`config.mk`:
```
export PLATFORM = sky130hd
export DESIGN_NAME = lock_key_loader_flat
export DESIGN_NICKNAME = d
export VERILOG_FILES = /design/src/rtl/lock_key_loader_pkg.sv /design/src/rtl/lock_key_loader_if.sv /design/src/rtl/lock_key_loader_chk_acc.sv /design/src/rtl/lock_key_loader.sv /design/src/flat_wrapper.sv
export SDC_FILE = /design/constraint.sdc
export NUM_CORES = 1
export LEC_CHECK = 0
export CORE_AREA = 2 2 135 189
export CTS_CLUSTER_SIZE = 25
export DETAILED_ROUTE_END_ITERATION = 8
export DIE_AREA = 0 0 137 191
export DONT_BUFFER_PORTS = 1
export GPL_TIMING_DRIVEN = 0
export PLACE_DENSITY = 0.5
export SYNTH_ARGS = -nofsm -noshare
export SYNTH_HDL_FRONTEND = slang
export SYNTH_SLANG_ARGS = --single-unit
```
`constraint.sdc`:
```
create_clock -name clk -period 6.9 [get_ports clk]
set_input_delay 1.725 -clock clk [delete_from_list [all_inputs] [get_ports clk]]
set_output_delay 1.725 -clock clk [all_outputs]
set_load 0.03 [all_outputs]
```
`src/rtl/lock_key_loader_pkg.sv`:
```
// Shared constants and state encoding for the key loader and its accumulator.
package lock_key_pkg;

    localparam int KEY_W  = 104;
    localparam int NBYTES = KEY_W / 8;
    localparam int CNT_W  = $clog2(NBYTES + 1);
    localparam int IDX_W  = $clog2(KEY_W);

    typedef enum logic [2:0] {
        IDLE  = 3'd0,
        LOAD  = 3'd1,
        CHECK = 3'd2,
        DONE  = 3'd3,
        ERR   = 3'd4
    } state_e;

endpackage

```
`src/rtl/lock_key_loader_if.sv`:
```
// Byte-stream handshake from the secure key store into the loader.
interface lock_key_loader_if;

    logic [7:0] s_data;
    logic       s_valid;
    logic       s_ready;

    modport master (output s_data, output s_valid, input  s_ready);
    modport slave  (input  s_data, input  s_valid, output s_ready);

endinterface

```
`src/rtl/lock_key_loader_chk_acc.sv`:
```
// Running XOR of the key bytes with a compare against the received checksum.
module key_chk_acc (
    input  logic       clk,
    input  logic       rst_n,
    input  logic       clr,
    input  logic       en,
    input  logic [7:0] din,
    input  logic [7:0] cmp_byte,
    output logic [7:0] acc,
    output logic       match
);

    logic [7:0] acc_reg;

    // Clear wins over accumulate so a new session always starts from zero.
    always_ff @(posedge clk) begin
        if (!rst_n) begin
            acc_reg <= 8'h00;
        end else if (clr) begin
            acc_reg <= 8'h00;
        end else if (en) begin
            acc_reg <= acc_reg ^ din;
        end
    end

    assign acc   = acc_reg;
    assign match = (acc_reg == cmp_byte);

endmodule

```
`src/rtl/lock_key_loader.sv`:
```
// Collects the unlock key byte by byte, verifies the XOR checksum and commits
// the key atomically to the register that drives the locked core.
module lock_key_loader
    import lock_key_pkg::*;
(
    input  logic                 clk,
    input  logic                 rst_n,
    input  logic                 load_start,
    input  logic                 zeroize,
    lock_key_loader_if.slave     stream,
    output logic [KEY_W-1:0]     key_out,
    output logic                 key_loaded,
    output logic                 key_err,
    output logic                 busy
);

    localparam logic [2:0] S_IDLE  = IDLE;
    localparam logic [2:0] S_LOAD  = LOAD;
    localparam logic [2:0] S_CHECK = CHECK;
    localparam logic [2:0] S_DONE  = DONE;
    localparam logic [2:0] S_ERR   = ERR;

    logic [2:0]       state_reg, state_next;
    logic [KEY_W-1:0] shadow_reg, key_reg;
    logic [CNT_W-1:0] cnt_reg;
    logic [7:0]       chk_reg;
    logic             key_loaded_reg, key_err_reg, busy_reg;

    logic             accept, start, body_byte, chk_match;
    logic [7:0]       acc_val;
    logic [IDX_W-1:0] byte_base;

    assign stream.s_ready = (state_reg == S_LOAD);
    // Zeroize must override a handshake landing on the same edge.
    assign accept    = stream.s_valid & stream.s_ready & ~zeroize;
    // A session can only (re)start from IDLE or after a failed check.
    assign start     = load_start & ~zeroize & ((state_reg == S_IDLE) || (state_reg == S_ERR));
    assign body_byte = accept & (cnt_reg < CNT_W'(NBYTES));
    assign byte_base = IDX_W'({cnt_reg, 3'b000});

    key_chk_acc u_chk_acc (
        .clk      (clk),
        .rst_n    (rst_n),
        .clr      (zeroize | start),
        .en       (body_byte),
        .din      (stream.s_data),
        .cmp_byte (chk_reg),
        .acc      (acc_val),
        .match    (chk_match)
    );

    // Next-state decode; zeroize returns to IDLE from anywhere.
    always_comb begin
        state_next = state_reg;
        if (zeroize) begin
            state_next = S_IDLE;
        end else begin
            case (state_reg)
                S_IDLE:  if (start) state_next = S_LOAD;
                S_LOAD:  if (accept && !body_byte) state_next = S_CHECK;
                S_CHECK: state_next = chk_match ? S_DONE : S_ERR;
                S_DONE:  state_next = S_DONE;
                S_ERR:   if (start) state_next = S_LOAD;
                default: state_next = S_IDLE;
            endcase
        end
    end

    // State, shadow capture, checksum latch and the atomic key commit.
    always_ff @(posedge clk) begin
        if (!rst_n) begin
            state_reg      <= S_IDLE;
            shadow_reg     <= '0;
            key_reg        <= '0;
            cnt_reg        <= '0;
            chk_reg        <= 8'h00;
            key_loaded_reg <= 1'b0;
            key_err_reg    <= 1'b0;
            busy_reg       <= 1'b0;
        end else begin
            state_reg <= state_next;
            busy_reg  <= (state_next == S_LOAD) || (state_next == S_CHECK);
            if (zeroize) begin
                shadow_reg     <= '0;
                key_reg        <= '0;
                cnt_reg        <= '0;
                chk_reg        <= 8'h00;
                key_loaded_reg <= 1'b0;
                key_err_reg    <= 1'b0;
            end else begin
                if (start) begin
                    shadow_reg  <= '0;
                    cnt_reg     <= '0;
                    key_err_reg <= 1'b0;
                end
                if (body_byte) begin
                    shadow_reg[byte_base +: 8] <= stream.s_data;
                    cnt_reg                    <= cnt_reg + 1'b1;
                end else if (accept) begin
                    chk_reg <= stream.s_data;
                end
                if (state_reg == S_CHECK) begin
                    if (chk_match) begin
                        key_reg        <= shadow_reg;
                        key_loaded_reg <= 1'b1;
                    end else begin
                        key_err_reg <= 1'b1;
                    end
                end
            end
        end
    end

    assign key_out    = key_reg;
    assign key_loaded = key_loaded_reg;
    assign key_err    = key_err_reg;
    assign busy       = busy_reg;

endmodule

```
`src/flat_wrapper.sv`:
```
// flat-port wrapper written by rule: the top's interface ports become plain ports
module lock_key_loader_flat import lock_key_pkg::*;
  (clk, rst_n, load_start, zeroize, key_out, key_loaded, key_err, busy, stream_s_data, stream_s_valid, stream_s_ready);
  lock_key_loader_if stream_i ();
  input  logic clk;
  input  logic rst_n;
  input  logic load_start;
  input  logic zeroize;
  output logic [KEY_W-1:0] key_out;
  output logic key_loaded;
  output logic key_err;
  output logic busy;
  input wire logic [$bits(stream_i.s_data)-1:0] stream_s_data;
  input wire logic [$bits(stream_i.s_valid)-1:0] stream_s_valid;
  output wire logic [$bits(stream_i.s_ready)-1:0] stream_s_ready;
  assign stream_i.s_data = stream_s_data;
  assign stream_i.s_valid = stream_s_valid;
  assign stream_s_ready = stream_i.s_ready;
  lock_key_loader u_core (.clk(clk), .rst_n(rst_n), .load_start(load_start), .zeroize(zeroize), .stream(stream_i), .key_out(key_out), .key_loaded(key_loaded), .key_err(key_err), .busy(busy));
endmodule
```
==> out/results.txt, run 1 <==
CP max stage delay: 0.90 ns
TritonRoute pass-1 iters: 4
Starting density of the core: 38.3%
Worst Hold Launch: u_core.shadow_reg[97]
Worst setup startpoint: u_core.state_reg[0]
Max-cap viol count: 0
Max Slew Vio Count: 0
Mapped Area: 0.00940 mm^2
CTS tree: built
Final WL: 26.4 mm
Num CTS Buffers: 24
Status: finished, final reports clean
Startpoint types: flip-flop
Slew @ Worst Pin: 1.09 ns
Finished Cell Area: 0.0105 mm^2
Synth Area per Inst: 9.38 um^2
Most frequent cells in the layout: nand2_1, dfxtp_1, mux2i_1, clkbuf_1, nand3_1
Core Region: 0.0245 mm^2
RSZ-0062 raised after global routing: no
Post-CTS setup buffer count: 0
H-tree depth: 1
Seq/Total Area, Yosys: 49.9%
Crit path max-delay family: simple AND/OR/NAND/NOR gates
Crit-path slowest cell: nor3b_1
Setup crit end: stream_s_ready
GRT Total Usage: 20.0%
Critical path class: reg2out
Final hold viol count: 0
Via density: 5.13
Worst EP required: 5.18 ns
Reg-to-reg endpoint: u_core.shadow_reg[76]
Setup_tns: 0 ns
Post_cts resized: 0
Ys Warns: 0
DIE HEIGHT: 191 um
Reg power frac: 50.7%
Vias in the first global route: 6824
HPWL after DPL: 18.3 mm
Comb power frac: 3.3%
VDD IR max: 0.161 mV
Critical Path Fanout Max: 10
GPL Wtd Cong: 0.840
Antenna violations before repair: 0
Global-route wire length before repair: 40.0 mm
Post-route minimum period: 3.70 ns
Synth Instances: 1002
Clock Path Buffers: 3
Total gr overflow: 0
Clock skew: 0.0162 ns
Data arrival, critical path: 1.97 ns
Worst min path class: reg2reg
Synth Register Bits: 234
Worst r2r path cells: 8
Area added between synthesis and finish: 11.8%
Internal power: 2.07 mW
Nets: 1043
CTS Sinks: 234
Crit-path cells: buf_2 > nor3b_1
Area after DPL: 0.00979 mm^2
# diodes: 0
Root Driver: clkbuf_16
ANT nets after route: 0
Critical path depth: 2
Flop-to-flop setup slack: 3.97 ns
Clk slew on worst S/H paths: 0.07 ns
Pleak: 3.58 nW
Slew margin rel.: 27.1%
Layout cell share with drive strength beyond 1: 7.21%
Most common cell after layout, fill and taps aside: nand2_1
DRC Markers: 0
Psw: 0.598 mW
Drt wl/cell: 19.5 um
Pin count of the biggest net entering global routing: 14
F_max: 0.271 GHz
CP Buf/Inv Count: 1
Mapped Nets: 1017
Initial DRC Count: 437
Net Sw Frac: 22.4%
I/O pin count: 121
RR Startpoint: u_core.cnt_reg[0]
Row cnt: 68
Clock power frac: 46.0%
Vias: 6953
Clock Latency Late Sink: 0.52 ns
Die X: 137 um
Power Density: 254 mW/mm^2
Die area: 0.0262 mm^2
Final setup fails: 0
Hold buffer count at CTS: 0
IO buf count: 0
Yosys cell types: 54
Crit. End Element: output pin
Final Cycle Share: 53.6%
## cell families (layout without fill, tap and decap cells)
logic type / Yosys count / in the layout / synth area share [%]
AO/OA/AOI/OAI: 73 / 73 / 5.62
XOR/XNOR: 17 / 17 / 1.58
adder cells (fa/ha/maj): 2 / 2 / 0.266
flip-flops: 234 / 234 / 49.9
multiplexers: 170 / 170 / 18.1
AND/OR/NAND/NOR: 424 / 424 / 20.6
buffers and inverters: 82 / 120 / 3.94
## stage by stage
stage | power, mW | worst slack [ns] | hold WS [ns] | utilization [%] | instances
global placement | 1.47 | 3.08 | 0.440 | 40.0 | 1317
detailed placement | 1.47 | 3.12 | 0.446 | 40.0 | 1317
finish | 2.67 | 3.20 | 0.454 | 42.9 | 1355
global route | 2.76 | 3.11 | 0.474 | 42.9 | 1355
floorplan | 1.43 | 3.82 | 0.431 | - | 1002
CTS | 2.70 | 3.18 | 0.455 | 42.9 | 1355
## worst min path at each step
stage                     cells after the start                endpoint  slack, ns
after CTS                                     2   u_core.shadow_reg[21]       0.46
after global routing                          2   u_core.shadow_reg[10]       0.47
after global placement                        2   u_core.shadow_reg[18]       0.44
after detailed placement                      2       u_core.key_out[7]       0.45
final                                         2   u_core.shadow_reg[97]       0.45
after floorplan                               2  u_core.shadow_reg[102]       0.43
## power by group through the flow
stage               Sequential, mW  Clock [mW]  Combinational [mW]
finish                        1.35        1.23              0.0868
global route                  1.35        1.32              0.0927
CTS                           1.35        1.26              0.0876
detailed placement            1.38           0              0.0873
global placement              1.38           0              0.0879
floorplan                     1.38           0              0.0498
## per-layer routing
metal	global-route usage, %	vias up	wire [um]	part of all wire (%)
met2	35.8	169	13300	50
met4	5.15	0	577	2.2
met1	24.5	3313	11200	42
li1	-	3429	-	-
met5	0	-	0	0
met3	3.50	42	1340	5.1
## worst register-to-register path: stages (launching register included)
cell      delay (ns)
dfxtp_1         0.36
clkbuf_1        0.38
inv_1           0.09
ha_1            0.21
clkbuf_1        0.20
nand2b_1        0.23
nand4_1         0.46
nor2_2          0.67
mux2i_1         0.25
## cell type report
class                   instances  area [um^2]
multi-input cells             686         4340
flip-flops and latches        234         4680
fillers                      2488        14000
plain buffers                  77          352
clock inverters                 7         60.1
inverters                       5         18.8
clock buffers                  31          658
well taps                     315          394
## cell usage after synthesis, drive strengths merged
cell,count,area share (%)
o21ai,10,0.53
clkbuf,56,2.2
a21oi,20,1.1
and4bb,1,0.13
or4b,4,0.47
nor3,4,0.39
nand3,42,2.5
xor2,17,1.6
nor3b,1,0.080
nor4b,2,0.35
o31ai,1,0.080
ha,2,0.27
nand2,294,12
and3,2,0.13
inv,5,0.20
o21a,2,0.16
o22ai,2,0.13
mux2i,170,18
or4bb,1,0.12
and4,2,0.19
nor4bb,2,0.21
nand2b,3,0.20
a2bb2oi,23,2.1
or3,2,0.13
buf,21,1.5
nor2b,1,0.067
o2111ai,1,0.28
nand3b,1,0.080
a21boi,1,0.12
a21o,1,0.080
nand4,16,1.1
a211oi,1,0.080
nor2,30,1.4
and3b,1,0.093
o211ai,10,0.85
and2,9,0.60
dfxtp,234,50
nand4b,1,0.093
nor4,3,0.40
or3b,2,0.19
a211o,1,0.093
Note: power is estimated with default switching activity, not from simulation.
==> run 2, diff against run 1 <==
--- a/config.mk
+++ b/config.mk
@@ -11,7 +11,7 @@
 export DIE_AREA = 0 0 137 191
 export DONT_BUFFER_PORTS = 1
 export GPL_TIMING_DRIVEN = 0
-export PLACE_DENSITY = 0.5
+export PLACE_DENSITY = 0.52
 export SYNTH_ARGS = -nofsm -noshare
 export SYNTH_HDL_FRONTEND = slang
 export SYNTH_SLANG_ARGS = --single-unit
==> constraint.sdc (replaced) <==
create_clock -name clk -period 3.2 [get_ports clk]
set_input_delay 0.8 -clock clk [delete_from_list [all_inputs] [get_ports clk]]
set_output_delay 0.8 -clock clk [all_outputs]
set_load 0.03 [all_outputs]
==> out/results.txt, run 2 (synthesis results as in run 1) <==
IO buf count: 0
VDD IR max: 0.377 mV
Worst Hold Launch: u_core.shadow_reg[97]
Met2 routed WL: 13.4 mm
Setup_tns: 0 ns
Crit-path cells: clkbuf_1 > inv_1 > ha_1 > clkbuf_1 > nand2b_1 > nand4_1 > nor2_2 > mux2i_1
RSZ-0062 raised after global routing: no
Critical Path Most Common Cell: clkbuf_1
Fill cell count: 2426
Total gr overflow: 0
Initial DRC Count: 403
M1 wire length: 10.8 mm
Crit-path slowest cell: nor2_2
F_max: 0.340 GHz
Pin count of the biggest net entering global routing: 14
CP max stage delay: 0.68 ns
GRT Total Usage: 20.2%
Crit path max-delay family: simple AND/OR/NAND/NOR gates
Startpoint types: flip-flop
Clock skew: 0.0216 ns
Routed wl met3: 1.62 mm
Hold buffer count at CTS: 0
Row cnt: 68
Data arrival, critical path: 3.37 ns
HPWL after DPL: 18.4 mm
Worst setup startpoint: u_core.cnt_reg[0]
Post_cts resized: 0
Global-route wire length before repair: 40.5 mm
I/O pin count: 121
Final WL: 26.4 mm
Post-CTS setup buffer count: 0
Core Region: 0.0245 mm^2
Max Slew Vio Count: 0
Max-cap viol count: 0
Post-route minimum period: 2.94 ns
CTS tree: built
Worst hold slack: 0.453 ns
Root Driver: clkbuf_16
Slew margin rel.: 26.2%
Layout cell share with drive strength beyond 1: 7.27%
DRC Markers: 0
Clock Path Buffers: 3
Antenna violations before repair: 0
Final hold viol count: 0
ANT nets after route: 0
Highest metal used: met4
Starting density of the core: 38.3%
Vias in the first global route: 6977
CP Buf/Inv Count: 3
Worst min path class: reg2reg
Nets: 1043
# diodes: 0
Die X: 137 um
Crit. End Element: flip-flop
Die area: 0.0262 mm^2
Critical Path Fanout Max: 10
Final core area utilization: 43.1%
Final Cycle Share: 91.8%
CTS Sinks: 234
GPL Wtd Cong: 0.875
H-tree depth: 1
Critical path class: reg2reg
Area added between synthesis and finish: 12.4%
Status: finished, final reports clean
Clock Latency Late Sink: 0.52 ns
Power Density: 556 mW/mm^2
Worst EP required: 3.63 ns
Slew @ Worst Pin: 1.10 ns
TritonRoute pass-1 iters: 5
Via density: 5.16
Most frequent cells in the layout: nand2_1, dfxtp_1, mux2i_1, clkbuf_1, nand3_1
Clk slew on worst S/H paths: 0.06 ns
Area after DPL: 0.00979 mm^2
DIE HEIGHT: 191 um
Most common cell after layout, fill and taps aside: nand2_1
Vias: 7027
Drt wl/cell: 19.4 um
Num CTS Buffers: 24
Pleak: 3.60 nW
RR Startpoint: u_core.cnt_reg[0]
Final setup fails: 0
Finished Cell Area: 0.0106 mm^2
[run 2: layer usage]
| layer | vias up | GRT usage, % |
|---|---|---|
| li1 | 3449 | - |
| met1 | 3353 | 24.3 |
| met2 | 184 | 36.1 |
| met3 | 41 | 3.69 |
| met4 | 0 | 5.79 |
| met5 | - | 0 |
[run 2: path summary, 6_finish.rpt]
kind / to / slack [ns] / cells past startpoint
setup / recovery: u_core.shadow_reg[73] / 0.26 / 8
hold / removal: u_core.shadow_reg[97] / 0.45 / 2
setup reg to reg: u_core.shadow_reg[73] / 0.26 / 8
hold reg to reg: u_core.shadow_reg[97] / 0.45 / 2
[run 2: worst reg2reg max path, cell delays in order (launching register included)]
cell and delay, ns:
dfxtp_1 0.36, clkbuf_1 0.37, inv_1 0.09, ha_1 0.22
clkbuf_1 0.20, nand2b_1 0.23, nand4_1 0.46, nor2_2 0.68
mux2i_1 0.25
[run 2: area by class of cell]
| class | instances | area [um^2] | area share (%) |
|---|---|---|---|
| Buffer | 77 | 352 | 3.33 |
| Clock buffer | 39 | 718 | 6.80 |
| Clock inverter | 5 | 53.8 | 0.509 |
| Inverter | 5 | 18.8 | 0.178 |
| Multi-Input combinational cell | 686 | 4340 | 41.1 |
| Sequential cell | 234 | 4680 | 44.3 |
| Tap cell | 315 | 394 | 3.73 |
[run 2: per-stage QoR]
step	power (mW)	worst slack, ns	cells
floorplan	3.09	0.895	1002
global placement	3.17	0.316	1317
detailed placement	3.17	0.324	1317
CTS	5.94	0.313	1361
global route	6.06	0.0363	1361
finish	5.87	0.263	1361
[run 2: report_power, final]
| group | internal [mW] | total (mW) | switching [mW] |
|---|---|---|---|
| combinational | 0.0327 | 0.185 | 0.152 |
| sequential | 2.91 | 2.92 | 0.00190 |
| clock | 1.62 | 2.77 | 1.16 |
==> run 3, diff against run 2 <==
--- a/config.mk
+++ b/config.mk
@@ -5,13 +5,14 @@
 export SDC_FILE = /design/constraint.sdc
 export NUM_CORES = 1
 export LEC_CHECK = 0
-export CORE_AREA = 2 2 135 189
+export ABC_AREA = 1
+export CORE_AREA = 2 2 134 188
 export CTS_CLUSTER_SIZE = 25
 export DETAILED_ROUTE_END_ITERATION = 8
-export DIE_AREA = 0 0 137 191
+export DIE_AREA = 0 0 136 190
 export DONT_BUFFER_PORTS = 1
 export GPL_TIMING_DRIVEN = 0
-export PLACE_DENSITY = 0.52
+export PLACE_DENSITY = 0.51
 export SYNTH_ARGS = -nofsm -noshare
 export SYNTH_HDL_FRONTEND = slang
 export SYNTH_SLANG_ARGS = --single-unit
==> out/results.txt, run 3 <==
H-tree depth: 1
VDD IR max: 0.338 mV
Critical path class: reg2reg
Ys Warns: 0
Worst EP required: 3.58 ns
Initial DRC Count: 563
Seq/Total Area, Yosys: 50.6%
Vias in the first global route: 7843
Final hold viol count: 0
Synth Instances: 1224
GPL Wtd Cong: 0.854
Ranking of synthesized cells by area: dfxtp_1, a21oi_1, nand3_1, nand2_1, inv_1
Via density: 5.15
Root Driver: clkbuf_16
CTS tree: built
EDFF count, synth: 0
Row cnt: 68
Crit path max-delay family: simple AND/OR/NAND/NOR gates
Num CTS Buffers: 25
Clock Latency Late Sink: 0.53 ns
M1 wire length: 11.8 mm
GRT Total Usage: 21.8%
Critical path depth: 7
Clock skew: 0.0188 ns
Worst r2r path cells: 7
Fill cell count: 2603
Setup_tns: 0 ns
Vias: 8148
Clk slew on worst S/H paths: 0.06 ns
# diodes: 0
Routed wl met3: 1.53 mm
Nets: 1266
CP Buf/Inv Count: 3
Worst min path class: in2reg
Synth Flop Type: dfxtp_1
Finished Cell Area: 0.0105 mm^2
Count leader, synth: nand2_1
Met2 routed WL: 14.2 mm
Startpoint types: flip-flop
Critical Path Fanout Max: 10
Hold buffer count at CTS: 0
Clock Path Buffers: 3
Slew margin rel.: 34.8%
Power Total: 6.11 mW
Global-route wire length before repair: 43.9 mm
Die X: 136 um
Synth Register Bits: 234
Post-route minimum period: 2.82 ns
Pin count of the biggest net entering global routing: 15
TritonRoute pass-1 iters: 5
RSZ-0062 raised after global routing: no
HPWL after DPL: 20.1 mm
Total gr overflow: 0
Final WL: 28.5 mm
Final Cycle Share: 88.0%
Post-synth top area cell: dfxtp_1
Highest metal used: met4
Crit. End Element: flip-flop
Slew @ Worst Pin: 0.979 ns
Most common cell after layout, fill and taps aside: nand2_1
Die area: 0.0258 mm^2
CP max stage delay: 0.72 ns
CTS Sinks: 234
DRC Markers: 0
Antenna violations before repair: 0
F_max: 0.355 GHz
Starting density of the core: 38.0%
Area added between synthesis and finish: 13.4%
Mapped Nets: 1239
Crit-path cells: inv_1 > nor3_2 > nand3_1 > buf_2 > buf_1 > nand2_1 > a21oi_1
Final setup fails: 0
Yosys top cell area share: 50.6%
Synth Area per Inst: 7.56 um^2
Power Density: 582 mW/mm^2
Async set-reset flop share out of synthesis: 0%
Top cells by count, synth: nand2_1, dfxtp_1, a21oi_1
Max-cap viol count: 0
DIE HEIGHT: 190 um
I/O pin count: 121
Data arrival, critical path: 3.20 ns
Worst hold slack: 0.357 ns
Hold path cells: 1
Yosys cell types: 30
Mapped Area: 0.00925 mm^2
Core Region: 0.0243 mm^2
Pleak: 3.68 nW
Status: finished, final reports clean
Max Slew Vio Count: 0
Drt wl/cell: 18.0 um
Most frequent cells in the layout: nand2_1, dfxtp_1, a21oi_1, nand3_1, inv_1
IO buf count: 0
Layout cell share with drive strength beyond 1: 6.31%
ANT nets after route: 0
Area after DPL: 0.00965 mm^2
Crit-path slowest cell: nand3_1
Post_cts resized: 0
Post-CTS setup buffer count: 0
==> run 3: cell types whose count changed after synthesis, sizes merged, moves of 42 or more <==
cell	before	now
a21oi	20	225
inv	5	91
mux2i	170	0
nand2	294	238
nand3	42	190
nor2	30	75
o21ai	10	52
==> run 3: stage by stage <==
stage,setup WS [ns],utilization [%],cells
after floorplan,1.16,-,1224
after global placement,0.355,39.6,1539
after detailed placement,0.336,39.6,1539
after CTS,0.327,43.1,1583
after global routing,0.192,43.1,1583
final,0.385,43.1,1583
==> run 3: cell families (layout without fill, tap and decap cells) <==
family | after synthesis | in the layout | synth area share [%]
AO/OA/AOI/OAI | 285 | 285 | 15.6
AND/OR/NAND/NOR | 523 | 523 | 25.6
adder cells (fa/ha/maj) | 2 | 2 | 0.270
flip-flops | 234 | 234 | 50.6
XOR/XNOR | 5 | 5 | 0.473
buffers and inverters | 175 | 219 | 7.38
==> run 3: where the power goes <==
part	switching [mW]	leakage, nW	internal, mW
Clock	1.20	0.412	1.82
Sequential	0.00235	1.88	2.91
Combinational	0.142	1.38	0.0252
Total	1.35	3.68	4.76
==> run 3: worst paths after layout <==
kind	from	endpoint	slack, ns
max reg2reg	u_core.state_reg[1]	u_core.key_out[33]	0.38
min	zeroize	u_core.state_reg[1]	0.36
min reg2reg	u_core.chk_reg[2]	u_core.chk_reg[2]	0.46
max	u_core.state_reg[1]	u_core.key_out[33]	0.38
==> run 3: routing by layer <==
layer / GRT usage [%] / vias to the layer above
li1: - / 4122
met3: 3.65 / 52
met2: 38.4 / 192
met1: 26.6 / 3782
met5: 0 / -
met4: 7.49 / 0
==> run 3: final cells by class <==
| type | count | area (um^2) | share of cell area (%) |
|---|---|---|---|
| plain buffers | 82 | 334 | 3.18 |
| clock buffers | 33 | 686 | 6.53 |
| clock inverters | 11 | 160 | 1.53 |
| inverters | 93 | 349 | 3.33 |
| multi-input cells | 815 | 3890 | 37.0 |
| flip-flops and latches | 234 | 4680 | 44.6 |
| well taps | 315 | 394 | 3.76 |
==> run 3: worst register-to-register path, cell delays in order, from the launching register on <==
cell and delay, ns:
dfxtp_1 0.37, inv_1 0.10, nor3_2 0.54, nand3_1 0.72
buf_2 0.42, buf_1 0.31, nand2_1 0.15, a21oi_1 0.07
